File: src/rtl/input_debouncer_pkg.sv
// Shared helpers for input_debouncer: counter sizing, the legal STABLE_CYCLES
// range, and the per-bit pulse type passed from debounce_bit to the top.
package input_debouncer_pkg;

    localparam int unsigned STABLE_CYCLES_MIN = 1;
    localparam int unsigned STABLE_CYCLES_MAX = 32'd1 << 24;

    typedef struct packed {
        logic rise;
        logic fall;
    } edge_t;

    // Never returns 0, so an illegal STABLE_CYCLES still elaborates far enough to report it.
    function automatic int unsigned cnt_w(input int unsigned stable_cycles);
        int unsigned w;
        w = $clog2(stable_cycles + 1);
        return (w == 0) ? 1 : w;
    endfunction

    function automatic bit stable_cycles_ok(input int unsigned stable_cycles);
        return (stable_cycles >= STABLE_CYCLES_MIN) && (stable_cycles <= STABLE_CYCLES_MAX);
    endfunction

endpackage

File: src/rtl/input_debouncer_debounce_bit.sv
// One debounced bit: counts consecutive samples that disagree with out and
// accepts the new level after STABLE_CYCLES of them, emitting a one-cycle pulse.
module debounce_bit
    import input_debouncer_pkg::*;
#(
    parameter int unsigned STABLE_CYCLES = 1000,
    parameter logic        RESET_BIT     = 1'b0
) (
    input  logic  clock,
    input  logic  reset,
    input  logic  in,
    output logic  out,
    output logic  rise,
    output logic  fall,
    output edge_t pulse_next
);

    localparam int unsigned CNT_W = cnt_w(STABLE_CYCLES);
    localparam logic [CNT_W-1:0] LAST = CNT_W'(STABLE_CYCLES - 1);

    if (!stable_cycles_ok(STABLE_CYCLES)) begin : g_bad_cfg
        $error("debounce_bit: STABLE_CYCLES=%0d outside 1..2^24", STABLE_CYCLES);
    end

    logic [CNT_W-1:0] cnt;
    logic [CNT_W-1:0] cnt_next;
    logic             out_next;

    always_comb begin
        cnt_next   = cnt;
        out_next   = out;
        pulse_next = '0;
        if (in == out) begin
            cnt_next = '0;
        end else if (cnt == LAST) begin
            // Final differing sample: accept the level and restart from zero,
            // so the cycle after a pulse needs a fresh full run.
            out_next        = in;
            cnt_next        = '0;
            pulse_next.rise = in;
            pulse_next.fall = ~in;
        end else begin
            cnt_next = cnt + CNT_W'(1);
        end
    end

    always_ff @(posedge clock or negedge reset) begin
        if (!reset) begin
            cnt  <= '0;
            out  <= RESET_BIT;
            rise <= 1'b0;
            fall <= 1'b0;
        end else begin
            cnt  <= cnt_next;
            out  <= out_next;
            rise <= pulse_next.rise;
            fall <= pulse_next.fall;
        end
    end

endmodule

File: src/rtl/input_debouncer.sv
// Per-bit debouncer for synchronized inputs with rise/fall pulses and an event view.
// Define INPUT_DEBOUNCER_EVENT_LATCH_EN to make events a sticky, clearable register.
module input_debouncer
    import input_debouncer_pkg::*;
#(
    parameter int unsigned     WIDTH         = 8,
    parameter int unsigned     STABLE_CYCLES = 1000,
    parameter logic [WIDTH-1:0] RESET_VALUE  = {WIDTH{1'b0}}
) (
    input  logic             clock,
    input  logic             reset,
    input  logic [WIDTH-1:0] in,
    output logic [WIDTH-1:0] out,
    output logic [WIDTH-1:0] rise,
    output logic [WIDTH-1:0] fall,
    output logic             changed,
    input  logic [WIDTH-1:0] event_clear,
    output logic [WIDTH-1:0] events
);

    logic [WIDTH-1:0] rise_next;
    logic [WIDTH-1:0] fall_next;

    for (genvar i = 0; i < WIDTH; i++) begin : g_bit
        edge_t pulse_next;

        debounce_bit #(
            .STABLE_CYCLES (STABLE_CYCLES),
            .RESET_BIT     (RESET_VALUE[i])
        ) u_bit (
            .clock      (clock),
            .reset      (reset),
            .in         (in[i]),
            .out        (out[i]),
            .rise       (rise[i]),
            .fall       (fall[i]),
            .pulse_next (pulse_next)
        );

        assign rise_next[i] = pulse_next.rise;
        assign fall_next[i] = pulse_next.fall;
    end

    // Built from the same next-state terms so it lines up with rise/fall.
    always_ff @(posedge clock or negedge reset) begin
        if (!reset) changed <= 1'b0;
        else        changed <= |(rise_next | fall_next);
    end

`ifdef INPUT_DEBOUNCER_EVENT_LATCH_EN
    // Set wins over a coincident clear.
    always_ff @(posedge clock or negedge reset) begin
        if (!reset) events <= '0;
        else        events <= (events & ~event_clear) | rise_next | fall_next;
    end
`else
    assign events = rise | fall;

    logic unused_event_clear;
    assign unused_event_clear = ^event_clear;
`endif

endmodule

File: config.mk
export PLATFORM = sky130hd
export DESIGN_NAME = input_debouncer
export DESIGN_NICKNAME = d
export VERILOG_FILES = /design/src/rtl/input_debouncer_pkg.sv /design/src/rtl/input_debouncer_debounce_bit.sv /design/src/rtl/input_debouncer.sv
export SDC_FILE = /design/constraint.sdc
export NUM_CORES = 1
export LEC_CHECK = 0
export BUFFER_PORTS_ARGS = -buffer_cell sky130_fd_sc_hd__buf_4
export CAP_MARGIN = 15
export CORE_MARGIN = 1
export CORE_UTILIZATION = 50
export CTS_BUF_LIST = sky130_fd_sc_hd__clkbuf_4
export CTS_CLUSTER_DIAMETER = 30
export DETAILED_ROUTE_END_ITERATION = 8
export PLACE_DENSITY = 0.69
export SYNTH_ARGS = -nofsm -noshare
export SYNTH_HDL_FRONTEND = slang
export SYNTH_SLANG_ARGS = --single-unit
File: constraint.sdc
create_clock -name clock -period 2.68 [get_ports clock]
set_input_delay 0.134 -clock clock [delete_from_list [all_inputs] [get_ports clock]]
set_output_delay 0.134 -clock clock [all_outputs]
set_load 0.05 [all_outputs]
-- Word-level counts from Yosys, hierarchy flattened
Index checks and enable logic that the tools add are counted.
W data, S select, Z words.
- add/subtract/negate cells: 8
- $mul: 0
- divide/modulo/power cells: 0
- magnitude comparators: 0
- equal/unequal tests: 16
- shift operators: 0
- multiplexer cells: 32
- bitwise operators: 18
- reduce and logical (&&, ||, !) cells: 9
- operators by type and width (kind ; count):
    $mux W10 ; 16
    $add A10 B1 Y10 const B ; 8
    $eq A10 B10 Y1 const B ; 8
    $mux W2 ; 16
    $not A1 Y1 ; 16
    $or A8 B8 Y8 ; 2
    $reduce_and A2 Y1 ; 8
    $eq A1 B1 Y1 ; 8
    $reduce_or A8 Y1 ; 1
- flip-flop bits (word level): 105
- latch bits: 0
- RAM bits: 0
- memory bits (read-only): 0
- bits of input ports: 18
- output and inout port bits: 33
- word-level logic and storage cells: 116
- memories kept: 0

-- Longest topological paths before layout
Gate-level depths: netlist of run 1.
- depth in word-level cells: 5
- depth in mapped cells: 6
- mapped depth without buffers: 5

-- Modules after synthesis
A second synthesis of run 1 with hierarchy kept.
- cell total of the unflattened synthesis: 478
- area total of the unflattened synthesis: 5141.2 sq um
- modules (own cells, without submodules) (module ; times used ; cells an instance ; area each (sq um)):
    debounce_bit ; 8 ; 58 ; 629.4
    input_debouncer ; 1 ; 14 ; 106.4

-- Worst setup path before layout of run 1
OpenSTA, ideal clock, no wires.
- path kind: flip-flop to flip-flop
- start: register g_bit[6].u_bit.cnt[0]
- end: register g_bit[6].u_bit.out
- arrival time: 1.451 ns
- required time: 2.555 ns
- setup slack: 1.104 ns
- cell stages (with the launch flop): 5
- period minus slack after synthesis: 1.576 ns
- cell sequence: dfrtp_1 > ha_1 > nand2_1 > or4_4 > mux2_4
- cells in the longest elaborated chain, start to end: 2
- RTL lines (what ; RTL line ; text):
    start, declared ; input_debouncer_debounce_bit.sv:25 ; logic [CNT_W-1:0] cnt;
    start signal, assigned ; input_debouncer_debounce_bit.sv:54 ; cnt <= cnt_next;
    $eq A10 B10 Y1 ; input_debouncer_debounce_bit.sv:35 ; end else if (cnt == LAST) begin
    $reduce_and A2 Y1 (no line) ; n/a ;
    end signal, assigned ; input_debouncer_debounce_bit.sv:55 ; out <= out_next;
    end, declared ; input_debouncer_debounce_bit.sv:12 ; output logic out,
No other way between the ends.
A chain may end at the register's enable or synchronous reset.

-- Worst setup path after layout of run 1
- start: register g_bit[1].u_bit.cnt[0]
- end: register changed
- cells in the longest elaborated chain, start to end: 5
- RTL lines (what ; RTL line ; text):
    start, declared ; input_debouncer_debounce_bit.sv:25 ;
    start signal, assigned ; input_debouncer_debounce_bit.sv:54 ;
    $eq A10 B10 Y1 ; input_debouncer_debounce_bit.sv:35 ;
    $mux W2 ; input_debouncer_debounce_bit.sv:35 ;
    $mux W2 ; input_debouncer_debounce_bit.sv:33 ; if (in == out) begin
    $or A8 B8 Y8 ; input_debouncer.sv:47 ; else changed <= |(rise_next | fall_next);
    $reduce_or A8 Y1 ; input_debouncer.sv:47 ;
    end signal, assigned ; input_debouncer.sv:47 ;
    end, declared ; input_debouncer.sv:16 ; output logic changed,
No other way between the ends.

==> flow_results.org, run 1 <==
** Layout
- Post-route non-filler standard cell count :: 638
- Area added between synthesis and finish :: 10.4%
- Antenna Diode Count :: 0
- Measured on the finished design, the core utilization comes to 57.8%.
- Share of cells above drive strength 1 :: 15.9%
- Post-layout net count :: 530

** Die
- Measured along the x axis, the die boundary spans 101 µm.
- Measured along the y axis, the die boundary spans 101 µm.
- CORE AREA :: 9370 µm²
- After floorplanning, the core was divided into 35 placement rows.
- Die ar. :: 10200 µm²
- Initial standard-cell utilization of the core :: 52.3%
- During I/O placement, the number of pins put on the boundary was 51.

** Route
- Post-Route WL :: 8000 µm
- After detailed routing, the average wire length per cell comes to 12.5 µm.
- In the routed layout, each cell is associated on average with a via count of 4.96.
- Final ANT Viol Nets :: 0
- Remaining design rule violation count :: 0
- Vias :: 3165
- The first TritonRoute pass finished after 4 iterations.
- In this run, the number of DRC markers left after iteration 0 of detailed routing was 77.

** Setup path
- Max FO, Critical Path :: 5
- The worst setup path is launched from a register.
- Data on the critical path arrives at its endpoint at 2200 ps.
- Minimum setup slack among reg-to-reg paths :: 780 ps
- The critical path is of the register to register type.
- The worst register-to-register path has a depth of 5.
- The startpoint identified for the worst register-to-register timing path is g_bit[1].u_bit.cnt[0].
- Required time at the worst-slack endpoint :: 2980 ps
- The worst setup path is captured at a register.
- Critical register-to-register path endpoint :: changed

** STA
- Min Clock Period, post-route :: 1900 ps
- Setup slack after layout :: 778 ps
- At the pin with the least slew margin, the transition time is 723 ps.
- Setup repair after global routing left no endpoint under its margin.
- Post-route clock period utilization :: 71.0%
- Setup violations remaining at the end of the flow were counted as 0.
- On the final layout, the worst hold slack is 231 ps.
- Measured against its own limit, the worst slew margin works out to 50.5%.
- Between clock sinks in the finished design, the worst skew comes to 19.6 ps.
- Based on the critical path, the design can be clocked at up to 526 MHz.
- Setup TNS after final layout :: 0 ps
- The number of slew-limit violations in the final report came to 0.
- The count of endpoints failing hold in the final timing report is 0.

** GRT
- Global routing consumed, over all layers together, 17.6% of the routing resources.
- Vias in the first global route :: 3171
- Leftover overflow at the end of global routing :: 0
- Entering global routing, the biggest net connects 58 pins.
- The number of antenna violations at the first check in global routing was 0.
- First-pass GRT wire length :: 14100 µm

** Power
- Dividing total power by cell area gives a power density of 489 nW/µm².
- Worst IR Drop VDD :: 0.267 mV
- LEAKAGE :: 0.00240 µW

** Clocking
- Cell chosen for the clock root :: sky130_fd_sc_hd__clkbuf_4
- Number of CTS-inserted buffers :: 9
- After clock tree synthesis, the clock-pin slew on the worst setup and hold paths is 160 ps.
- The H-tree generated during clock tree synthesis spans 3 levels.
- Clock latency reported for the late side of the worst-skew pair :: 450 ps
- Once the clock tree was built, the setup fixing pass inserted 0 buffers.
- Clock tree from TritonCTS :: yes
- Total number of clock tree sinks :: 105
- In this run the deepest clock path goes through 2 buffers.

** Place
- At the end of routability-driven placement, the weighted congestion stood at 0.815.
- Timing analysis after detailed placement gives a worst setup slack of 780 ps.
- After legalization and detailed placement, the total HPWL measured 5590 µm.
- Number of port buffers :: 42
- Counting tap cells, the placed design contains a total of 613 instances.

** Logic synthesis
- When the netlist entered floorplanning its net count stood at 496.
- Of all flip-flops after synthesis, the portion carrying an async set or reset was 100%.
- For this run, the leading register cell type out of synthesis is sky130_fd_sc_hd__dfrtp_1.
- Sequential-to-total area share from yosys stat :: 53.6%
- During synthesis, Yosys emitted a total of 0 warnings.
- Number of instances in the synthesized netlist :: 470
- In this run, distinct cell masters in the synthesized netlist total 34.
- Netlist area before placement :: 4900 µm²
- Counting flops and latches in the post-synthesis netlist gives 105.
- EDFF count, synth :: 0
- Averaged over all synthesized cells, the footprint is 10.4 µm².

** Run status
- Result of the run :: finished clean

** Flow run
- Max_cap viols :: 0

** Hold path
- The min-delay analysis places its worst path in the category primary input to async pin.
worst max-delay path by stage:
| stage | startpoint | to | slack, ps | cells after the start |
|---|---|---|---|---|
| 5_1_grt | g_bit[1].u_bit.cnt[0] | changed | 650 | 5 |
| 3_5_place_dp | g_bit[1].u_bit.cnt[0] | changed | 780 | 5 |
| 3_3_place_gp | g_bit[1].u_bit.cnt[0] | changed | 850 | 5 |
| 2_1_floorplan | g_bit[6].u_bit.cnt[0] | g_bit[6].u_bit.out | 1100 | 4 |
| 4_1_cts | g_bit[1].u_bit.cnt[0] | changed | 750 | 5 |
| 6_report | g_bit[1].u_bit.cnt[0] | changed | 780 | 5 |
placed cells by master (no fill, tap or decap), types with 2 or more instances in the layout:
cell / netlist / layout
sky130_fd_sc_hd__dfrtp_1: 105 / 105
sky130_fd_sc_hd__nor2_1: 86 / 86
sky130_fd_sc_hd__xnor2_1: 49 / 49
sky130_fd_sc_hd__buf_4: 24 / 42
sky130_fd_sc_hd__nand2_1: 33 / 33
sky130_fd_sc_hd__xor2_1: 24 / 24
sky130_fd_sc_hd__nand3_1: 24 / 24
sky130_fd_sc_hd__nor3_1: 20 / 20
sky130_fd_sc_hd__nor3b_1: 15 / 15
sky130_fd_sc_hd__nand4_1: 10 / 10
sky130_fd_sc_hd__and3_1: 10 / 10
sky130_fd_sc_hd__inv_1: 9 / 9
sky130_fd_sc_hd__clkbuf_4: 0 / 9
sky130_fd_sc_hd__dlygate4sd3_1: 0 / 9
sky130_fd_sc_hd__or2_2: 8 / 8
sky130_fd_sc_hd__ha_1: 8 / 8
sky130_fd_sc_hd__nand4b_1: 6 / 6
sky130_fd_sc_hd__mux2_2: 6 / 6
sky130_fd_sc_hd__or3_1: 5 / 5
sky130_fd_sc_hd__nor4_1: 4 / 4
sky130_fd_sc_hd__nand2b_1: 3 / 3
sky130_fd_sc_hd__and2_1: 2 / 2
sky130_fd_sc_hd__or4_4: 2 / 2
sky130_fd_sc_hd__inv_6: 0 / 2
sky130_fd_sc_hd__clkinvlp_4: 0 / 2
sky130_fd_sc_hd__clkinv_2: 0 / 2
timing repair:
action	in CTS	in global routing
hold buffers	9	0
gates resized for setup	0	0
hold endpoints to repair	73	0
layer usage:
metal	up-vias	share of wire, %	track usage, %
met5	-	0	0
met4	0	1.5	6.91
met3	12	2.9	3.68
met2	45	49	29.4
met1	1495	47	22.5
li1	1613	-	-
kinds of logic after synthesis:
kind of cell	Yosys count	synth area share (%)
flip-flops	105	53.6
multiplexers	7	1.68
AND/OR/NAND/NOR	236	24.4
adder cells (fa/ha/maj)	8	2.04
AO/OA/AOI/OAI	3	0.536
XOR/XNOR	73	13.0
buffers and inverters	38	4.74
power by group:
group | switching (µW) | internal, µW
Combinational | 138 | 91.3
Sequential | 56.2 | 1640
Clock | 521 | 201
layout make-up:
cell class / count / area (µm²)
Tap cell: 129 / 161
Timing Repair Buffer: 52 / 425
Sequential cell: 105 / 2630
Multi-Input combinational cell: 327 / 2040
Clock inverter: 7 / 53.8
Clock buffer: 9 / 67.6
Fill cell: 844 / 3960
Inverter: 9 / 33.8
state kept, by name, indices dropped and copies added, names as in the netlist:
| name | cells |
|---|---|
| g_bit.u_bit.fall | 8 |
| changed | 1 |
| g_bit.u_bit.rise | 8 |
| g_bit.u_bit.cnt | 80 |
| g_bit.u_bit.out | 8 |
stage by stage:
step | cell area, µm² | power (µW)
final | 5410 | 2650
after global routing | 5410 | 2790
after CTS | 5410 | 2700
after detailed placement | 5200 | 1950
after global placement | 5200 | 1940
after floorplan | 4900 | 1850
synthesized netlist by cell type, types with 9 or more instances:
cell / n / area share (%)
sky130_fd_sc_hd__nor2_1: 86 / 6.6
sky130_fd_sc_hd__nand2_1: 33 / 2.5
sky130_fd_sc_hd__xnor2_1: 49 / 8.7
sky130_fd_sc_hd__and3_1: 10 / 1.3
sky130_fd_sc_hd__nor3b_1: 15 / 2.3
sky130_fd_sc_hd__buf_4: 24 / 3.7
sky130_fd_sc_hd__nand3_1: 24 / 2.4
sky130_fd_sc_hd__inv_1: 9 / 0.69
sky130_fd_sc_hd__nand4_1: 10 / 1.3
sky130_fd_sc_hd__xor2_1: 24 / 4.3
sky130_fd_sc_hd__dfrtp_1: 105 / 54
sky130_fd_sc_hd__nor3_1: 20 / 2.0
worst max-delay path, cell delays in order, from the launching register on:
cell                        delay (ps)
sky130_fd_sc_hd__dfrtp_1           450
sky130_fd_sc_hd__ha_1              270
sky130_fd_sc_hd__nand4_1           130
sky130_fd_sc_hd__nor3_1             90
sky130_fd_sc_hd__a2111oi_0         660
sky130_fd_sc_hd__nand4b_1          160
Power figures use the tool's default switching activity.
==> run 2: changes to the inputs <==
- ABC_AREA: default -> 1
- PLACE_DENSITY: 0.69 -> 0.72
- clock period: 2.68 -> 1.6 ns (I/O delays scaled with it)
==> run 2 against run 1 <==
Total power up 58%. Hold slack got worse by 130 ps. Synthesized cell count up 39%. First-iteration DRC count grew to 2.7 times the previous value. Count of clock-buffer cells in the layout grew 1. Global-route usage rose by 0.89 points. Critical endpoint is now events[1]. Largest power group unchanged.
==> flow_results.org, run 2 <==
** Route
- Vias :: 4142 (+31%)
- Routed via count divided by cell count :: 4.96 (about the same)
- Remaining design rule violation count :: 0 (unchanged)
- The starting DRC count in detailed routing came to 206 (+170%).
- The average detailed-routed wire length per instance was 11.1 µm (-11%).
- The total wire length after detailed routing is 9290 µm (+16%).
- Drt first pass iters :: 5 (+1)
- Final ANT Viol Nets :: 0 (unchanged)

** Layout
- Max reg flops :: 80 (unchanged)
- Area added between synthesis and finish :: 10.2%
- Antenna Diode Count :: 0 (unchanged)
- The register with the most flip-flops in the final layout is g_bit.u_bit.cnt.
- The fill cell total of the finished layout was 932 (+10%).
- The final instance area was 6000 µm² (+11%).
- Leaving out fill and tap cells, the most frequent cell in the layout is sky130_fd_sc_hd__nor2_1.
- Leaving out fill and tap cells, the most frequent cells in the layout are sky130_fd_sc_hd__nor2_1, sky130_fd_sc_hd__nand2_1, sky130_fd_sc_hd__dfrtp_1.
- Share of cells above drive strength 1 :: 20.5% (+4.5 points)
- Post-layout net count :: 720 (+36%)

** Logic synthesis
- Synth cell count leaders :: sky130_fd_sc_hd__nor2_1, sky130_fd_sc_hd__nand2_1, sky130_fd_sc_hd__dfrtp_1, sky130_fd_sc_hd__inv_1, sky130_fd_sc_hd__nand3_1
- The share of synthesized registers carrying an async set or reset is 100% (unchanged).
- Per-instance average area after synthesis :: 8.33 µm² (-20%)
- Fraction of synthesized area in multiplexers :: 0% (-1.7 points)
- Fraction of the mapped netlist area in compound gates :: 4.64% (+4.1 points)
- Largest family of logic cells by synthesized area :: simple AND/OR/NAND/NOR gates
- Post-synthesis share of cell area spent on full adders, half adders and majority gates :: 1.84% (-0.20 points)
- The fraction of synthesized cell area in xor and xnor cells is 3.03% (-10 points).
- The synthesized flop and latch total is 105 (unchanged).
- The largest total area in the synthesized netlist belongs to sky130_fd_sc_hd__dfrtp_1.
- The simple logic cell fraction of the synthesized area was 33.1% (+8.7 points).
- Number of instances in the synthesized netlist :: 654 (+39%)
- Synth top area share :: 48.2% (-5.4 points)
- Synthesis warning total :: 0 (unchanged)
- The most used flip-flop cell after synthesis is sky130_fd_sc_hd__dfrtp_1.
- The unique cell type count in the Yosys netlist is 35 (+2.9%).
- By instance count, the leading cell after synthesis is sky130_fd_sc_hd__nor2_1.
- Sequential-to-total area share from yosys stat :: 48.2% (-5.4 points)
- The netlist area before placement came to 5450 µm² (+11%).
- Area contributors post-synth :: sky130_fd_sc_hd__dfrtp_1, sky130_fd_sc_hd__nor2_1, sky130_fd_sc_hd__nand2_1
- Syn Nets :: 680 (+37%)
- The number of synthesized flops with an enable pin was 0 (unchanged).

** Clocking
- The maximum level of the CTS H-tree came to 3 (unchanged).
- # Post-CTS Setup Buffers :: 0 (unchanged)
- Total number of clock tree sinks :: 105 (unchanged)
- In this run the clock root is driven by a sky130_fd_sc_hd__clkbuf_4.
- The latest clock arrival within the worst-skew pair came to 460 ps (about the same).
- TritonCTS built the clock tree.
- The count of cells resized by post-cts repair was 0 (unchanged).
- Clk buf depth :: 2 (unchanged)
- The number of CTS-inserted buffers came to 9 (unchanged).
- The clock transition at the register clock pins on the worst setup and hold paths after CTS was 140 ps (-20 ps).

** Die
- The die area is 11300 µm² (+11%).
- Cell row count :: 37 (+5.7%)
- The top-level port count was 51 (unchanged).
- The effective utilization at floorplan is 52.1% (-0.24 points).
- The die boundary height was 106 µm (+5.3%).
- The core region area is 10500 µm² (+12%).
- The die outline width was 106 µm (+5.3%).

** GRT
- The layer flagged by global routing as most heavily used is met2.
- The met1 track demand over resource is 22.6% (+0.13 points).
- Vias in the first global route :: 3942 (+24%)
- Global routing usage on met3 :: 5.52% (+1.8 points)
- GRT Resource Usage Total :: 18.5% (+0.89 points)
- The number of antenna violations at the first check in global routing came to 0 (unchanged).
- Pin count of the biggest net entering global routing :: 42 (-28%)
- First-pass GRT wire length :: 16600 µm (+18%)
- Global-route track usage on met2 :: 31.4% (+2.0 points)
- The total global routing overflow is 0 (unchanged).

** Power
- The power consumption was 4190 µW (+58%).
- Pwr Density :: 697 nW/µm² (+43%)
- Worst IR Drop VDD :: 0.433 mV (+62%)
- LEAKAGE :: 0.00287 µW (+20%)

** Place
- Detail Placement HPWL :: 7210 µm (+29%)
- The port buffer count came to 42 (unchanged).
- The area of placed instances is 5800 µm² (+11%).
- Global placer's final weighted congestion :: 0.860 (+5.5%)

** STA
- The worst slew margin relative to its limit was 69.4% (+19 points).
- Max-slew violation count :: 0 (unchanged)
- Measured slew at the worst slew-check pin :: 459 ps (-265 ps)
- Min Clock Period, post-route :: 1440 ps
- The total negative slack for setup checks came to 0 ps (unchanged).
- Count of final setup violators :: 0 (unchanged)
- Setup repair after global routing left no endpoint under its margin.
- Based on the critical path, the design can be clocked at up to 694 MHz.
- The worst setup skew after layout was 14.6 ps (-5.02 ps).
- After layout, the worst path uses 90.0% of the clock period.
- Final count of hold timing violations :: 0 (unchanged)

** Setup path
- The top fanout value on the critical path is 2 (-3).
- The critical path required time came to 1520 ps (-1460 ps).
- STA classifies the critical path endpoint as an output port.
- By startpoint and endpoint, the worst setup path is classified as register to output port.
- The arrival time of data at the critical path endpoint came to 1360 ps (-840 ps).
- STA classifies the critical path startpoint as a register.

** Flow run
- Max_cap viols :: 0 (unchanged)

** Hold path
- The path class of the tightest hold or removal check is primary input to async pin.

** Run status
- Result of the run :: finished clean
==> run 2: cell types whose count changed after synthesis, sizes merged, moves of 6 or more <==
cell and delta:
mux2 -7, xor2 -9, inv +77, nand3 +17
and3 -11, nand4b -6, nor2 +58, nand2 +98
nor3b -10, or3 -6, o21ai +19, nor3 +9
xnor2 -46, a21oi +13
==> run 2: kinds of logic (layout without fill, tap and decap cells) <==
group,Yosys count,after routing
buffers and inverters,110,155
DFF,105,105
adders and majority gates,8,8
xor gates and xnor gates,18,18
AOI/OAI and AO/OA,41,41
and+or+nand+nor,372,372
==> run 2: per-layer routing <==
metal	routed length, µm	vias to the layer above
li1	-	2122
met1	4220	1943
met2	4610	73
met3	388	4
met4	69	0
met5	0	-
==> run 2: area by class of cell <==
class	count	area (µm²)	area share [%]
flip-flops and latches	105	2630	43.8
multi-input cells	439	2320	38.6
repair buffers	53	445	7.42
inverters	86	323	5.38
well taps	136	170	2.83
clock buffers	10	75.1	1.25
clock inverters	6	43.8	0.729
==> run 2: per-stage QoR <==
| stage | setup slack [ps] | cells | hold WS [ps] | util, % |
|---|---|---|---|---|
| 2_1_floorplan | 329 | 654 | -216 | - |
| 3_3_place_gp | 193 | 810 | 62.1 | 55.4 |
| 3_5_place_dp | 170 | 810 | 64.5 | 55.4 |
| 4_1_cts | 93.8 | 835 | 74.3 | 57.4 |
| 5_1_grt | 40.5 | 835 | 88.2 | 57.4 |
| 6_report | 159 | 835 | 100 | 57.4 |
==> run 2: worst max-delay path, cell delays in order, from the launching register on <==
cell	delay [ps]
sky130_fd_sc_hd__dfrtp_1	420
sky130_fd_sc_hd__or2_2	300
sky130_fd_sc_hd__buf_4	190
==> run 2: path summary, 6_finish.rpt <==
kind | end | slack [ps] | cells after the start | startpoint
max in group asynchronous | g_bit[2].u_bit.cnt[1] | 940 | 3 | reset
worst max-delay path | events[1] | 160 | 2 | g_bit[1].u_bit.fall
min in group clock | g_bit[6].u_bit.fall | 420 | 5 | in[6]
worst min-delay path | g_bit[4].u_bit.cnt[5] | 100 | 2 | reset
worst min register to register | g_bit[1].u_bit.cnt[0] | 470 | 1 | g_bit[1].u_bit.cnt[0]
worst max register to register | changed | 170 | 7 | g_bit[7].u_bit.cnt[0]
==> run 2: timing repair <==
| action | CTS | global route |
|---|---|---|
| hold endpoints to repair | 136 | 0 |
| endpoints found under the setup margin | 0 | 0 |
| hold buffers | 9 | 0 |
==> run 2: power breakdown <==
| part | internal, µW | total, µW | switching, µW |
|---|---|---|---|
| Sequential | 2700 | 2740 | 42.5 |
| Clock | 339 | 1180 | 838 |
| Combinational | 99.1 | 264 | 165 |
==> run 3: changes to the inputs <==
- ABC_AREA: 1 -> default
- CTS_BUF_LIST: sky130_fd_sc_hd__clkbuf_4 -> default
- SKIP_LAST_GASP: default -> 1
==> run 3 against run 2 <==
Die area shrank 9.8%. Clock skew shrank 7.8 ps. Sequential share of layout area grew 0.12 points. Total power grew 24%. Critical endpoint is now g_bit[1].u_bit.cnt[1]. Global-route usage grew 0.91 points.
==> flow_results.org, run 3 (synthesis gave the netlist of run 1 again) <==
** GRT
- The number of global-route vias before repair was 3465 (-12%).
- GRT Resource Usage Total :: 19.4% (+0.91 points)
- The first-pass GRT wire length was 15400 µm (-7.6%).
- The number of antenna violations at the first check in global routing came to 0 (unchanged).
- The largest net degree at the start of global routing is 41 (-2.4%).
- The total global routing overflow was 0 (unchanged).

** Route
- Vias :: 3463 (-16%)
- Remaining design rule violation count :: 0 (unchanged)
- Post-Route WL :: 9120 µm (-1.9%)
- Routed wire length per instance :: 13.2 µm (+19%)
- The count of TritonRoute iterations in the first routing pass is 4 (-1).
- Final ANT Viol Nets :: 0 (unchanged)
- Routed via count divided by cell count :: 5.03 (+1.5%)
- The starting DRC count in detailed routing is 123 (-40%).

** Layout
- The antenna diode instance count is 0 (unchanged).
- Share of cells above drive strength 1 :: 25.9% (+5.5 points)
- Post-route non-filler standard cell count :: 688 (-18%)
- Layout filler cell count :: 754 (-19%)
- Area added between synthesis and finish :: 22.1%
- The library cell used most frequently in the layout, excluding fill and tap cells, is sky130_fd_sc_hd__dfrtp_1.
- The register area was 2630 µm² (unchanged).
- Total non-filler cell area in the finished layout :: 5990 µm² (-0.27%)
- Max reg flops :: 80 (unchanged)
- Core utilization of the finished layout :: 63.9% (+6.5 points)
- The library cells used most frequently in the layout, excluding fill and tap cells, are sky130_fd_sc_hd__dfrtp_1, sky130_fd_sc_hd__buf_4, sky130_fd_sc_hd__nor2_1.
- Post-layout net count :: 581 (-19%)
- Multi-input gate area :: 2110 µm² (-9.0%)
- Largest Register :: g_bit.u_bit.cnt

** Die
- CORE AREA :: 9370 µm² (-10%)
- The die area came to 10200 µm² (-9.8%).
- Chip Width :: 101 µm (-5.0%)
- The effective utilization at floorplan came to 52.3% (+0.24 points).
- Height of the die :: 101 µm (-5.0%)
- Boundary Pins :: 51 (unchanged)
- The site row count came to 35 (-5.4%).

** Power
- The total power per unit cell area came to 866 nW/µm² (+24%).
- Sw Ratio :: 22.9% (-2.1 points)
- The combinational fraction of design power is 10.1% (+3.8 points).
- Net load switching power :: 1190 µW (+14%)
- The internal power of the cells came to 3990 µW (+27%).
- The cell leakage power came to 0.00273 µW (-5.0%).
- Worst IR Drop VDD :: 0.468 mV (+7.9%)
- The sequential power share was 54.4% (-11 points).
- Portion of total power attributed to the clock network :: 35.4% (+7.3 points)

** STA
- The minimum clock period is 1550 ps (+108 ps).
- Final count of hold timing violations :: 0 (unchanged)
- Max-Slew Margin vs Limit :: 62.5% (-6.9 points)
- Achievable clock frequency :: 646 MHz (-7.0%)
- Count of final setup violators :: 0 (unchanged)
- The number of slew-limit violations in the final report is 0 (unchanged).
- The share of the clock period used by the worst path after layout came to 96.8% (+6.7 points).
- The worst setup skew after layout came to 6.76 ps (-7.80 ps).
- Setup TNS after final layout :: 0 ps (unchanged)
- Smallest hold slack :: 234 ps (+134 ps)
- Measured slew at the worst slew-check pin :: 563 ps (+104 ps)

** Setup path
- In this design, the largest share of critical-path delay is due to simple AND/OR/NAND/NOR gates.
- The top fanout value on the critical path was 4 (+2).
- Critical register-to-register path endpoint :: g_bit[1].u_bit.cnt[1]
- R2r worst-path depth :: 6 (-1)
- Launching point of the worst reg2reg path :: g_bit[1].u_bit.cnt[0]
- Required time at the worst-slack endpoint :: 1860 ps (+340 ps)
- Category of the worst setup path capture point :: register
- Total buffers and inverters traversed by the critical path :: 2 (+1)
- Worst stage delay on the critical path :: 360 ps (-60 ps)
- Cells along the critical path :: ha_2 > nand4_1 > buf_4 > or3_4 > buf_6 > and3_1
- Startpoint Class :: register
- Arrival time reported for the critical path endpoint :: 1800 ps (+440 ps)
- Minimum setup slack among reg-to-reg paths :: 50 ps (-120 ps)
- The slowest stage of the critical path is the sky130_fd_sc_hd__dfrtp_1 cell.
- The worst setup path is of the register to register kind.

** Place
- The port buffer count came to 42 (unchanged).
- The area of placed instances came to 5560 µm² (-4.1%).
- The detailed placer's ending HPWL was 6530 µm (-9.5%).
- The total placed cells including tap cells was 659 (-19%).
- Global placer's final weighted congestion :: 0.812 (-5.5%)

** Clocking
- The buffer levels on the longest clock path is 2 (unchanged).
- The sink count of the clock tree is 105 (unchanged).
- The latest clock arrival within the worst-skew pair was 360 ps (-100 ps).
- TritonCTS built the clock tree.
- The clock transition at the register clock pins on the worst setup and hold paths after CTS is 90 ps (-50 ps).
- Cell chosen for the clock root :: sky130_fd_sc_hd__clkbuf_8
- Deepest level of the CTS H-tree :: 3 (unchanged)
- The number of CTS-inserted buffers was 9 (unchanged).

** Hold path
- Worst hold path type :: primary input to async pin

** Run status
- Result of the run :: finished clean

** Flow run
- The total of max-cap violations came to 0 (unchanged).
[run 3: worst max-delay path by stage]
stage                                from                    end  slack [ps]  cells past startpoint
finish              g_bit[1].u_bit.cnt[0]  g_bit[1].u_bit.cnt[1]          50                      6
global route        g_bit[0].u_bit.cnt[1]  g_bit[0].u_bit.cnt[7]         -20                      5
CTS                 g_bit[1].u_bit.cnt[0]  g_bit[1].u_bit.cnt[1]         0.8                      6
detailed placement  g_bit[1].u_bit.cnt[1]  g_bit[1].u_bit.cnt[4]         -60                      6
global placement    g_bit[7].u_bit.cnt[0]                changed          -6                      5
floorplan           g_bit[6].u_bit.cnt[0]     g_bit[6].u_bit.out          20                      4
[run 3: layout make-up]
cell class	count	share of cell area, %
inverter	9	0.564
tap	129	2.70
clock buffer	13	2.82
sequential	105	43.9
multi-input combinational	327	35.3
clock inverter	2	1.00
timing repair buffer	103	13.8
[run 3: per-layer routing]
layer | GRT usage, % | share of wire, % | vias to the layer above
li1 | - | - | 1716
met5 | 0 | 0 | -
met4 | 7.80 | 1.7 | 0
met1 | 25.5 | 46 | 1683
met3 | 3.81 | 3.5 | 11
met2 | 31.7 | 49 | 53
[run 3: power groups by stage]
stage	Sequential (µW)	Clock (µW)	Combinational, µW
after floorplan	2870	0	236
after global placement	2860	0	474
after detailed placement	2870	0	489
after CTS	2820	1900	521
after global routing	2830	1990	588
final	2820	1840	525
[run 3: what timing repair did]
action                                 CTS  global route
resized for setup                        8            11
endpoints found under the hold margin   58             0
setup endpoints to repair               27            50
pin swaps                                1             3
setup buffers                            2             3
hold buffers                             9             0
[run 3: worst reg2reg max path, cell delays in order (launching register included)]
cell and delay [ps]:
sky130_fd_sc_hd__dfrtp_1 360, sky130_fd_sc_hd__ha_2 180, sky130_fd_sc_hd__nand4_1 100, sky130_fd_sc_hd__buf_4 160, sky130_fd_sc_hd__or3_4 340, sky130_fd_sc_hd__buf_6 140
sky130_fd_sc_hd__and3_1 160
[run 3: metrics by stage]
stage	power [µW]	setup WS, ps
final	5180	51.9
after CTS	5240	0.755
after global placement	3340	-6.36
after floorplan	3110	23.7
after global routing	5410	-23.1
after detailed placement	3360	-62.0
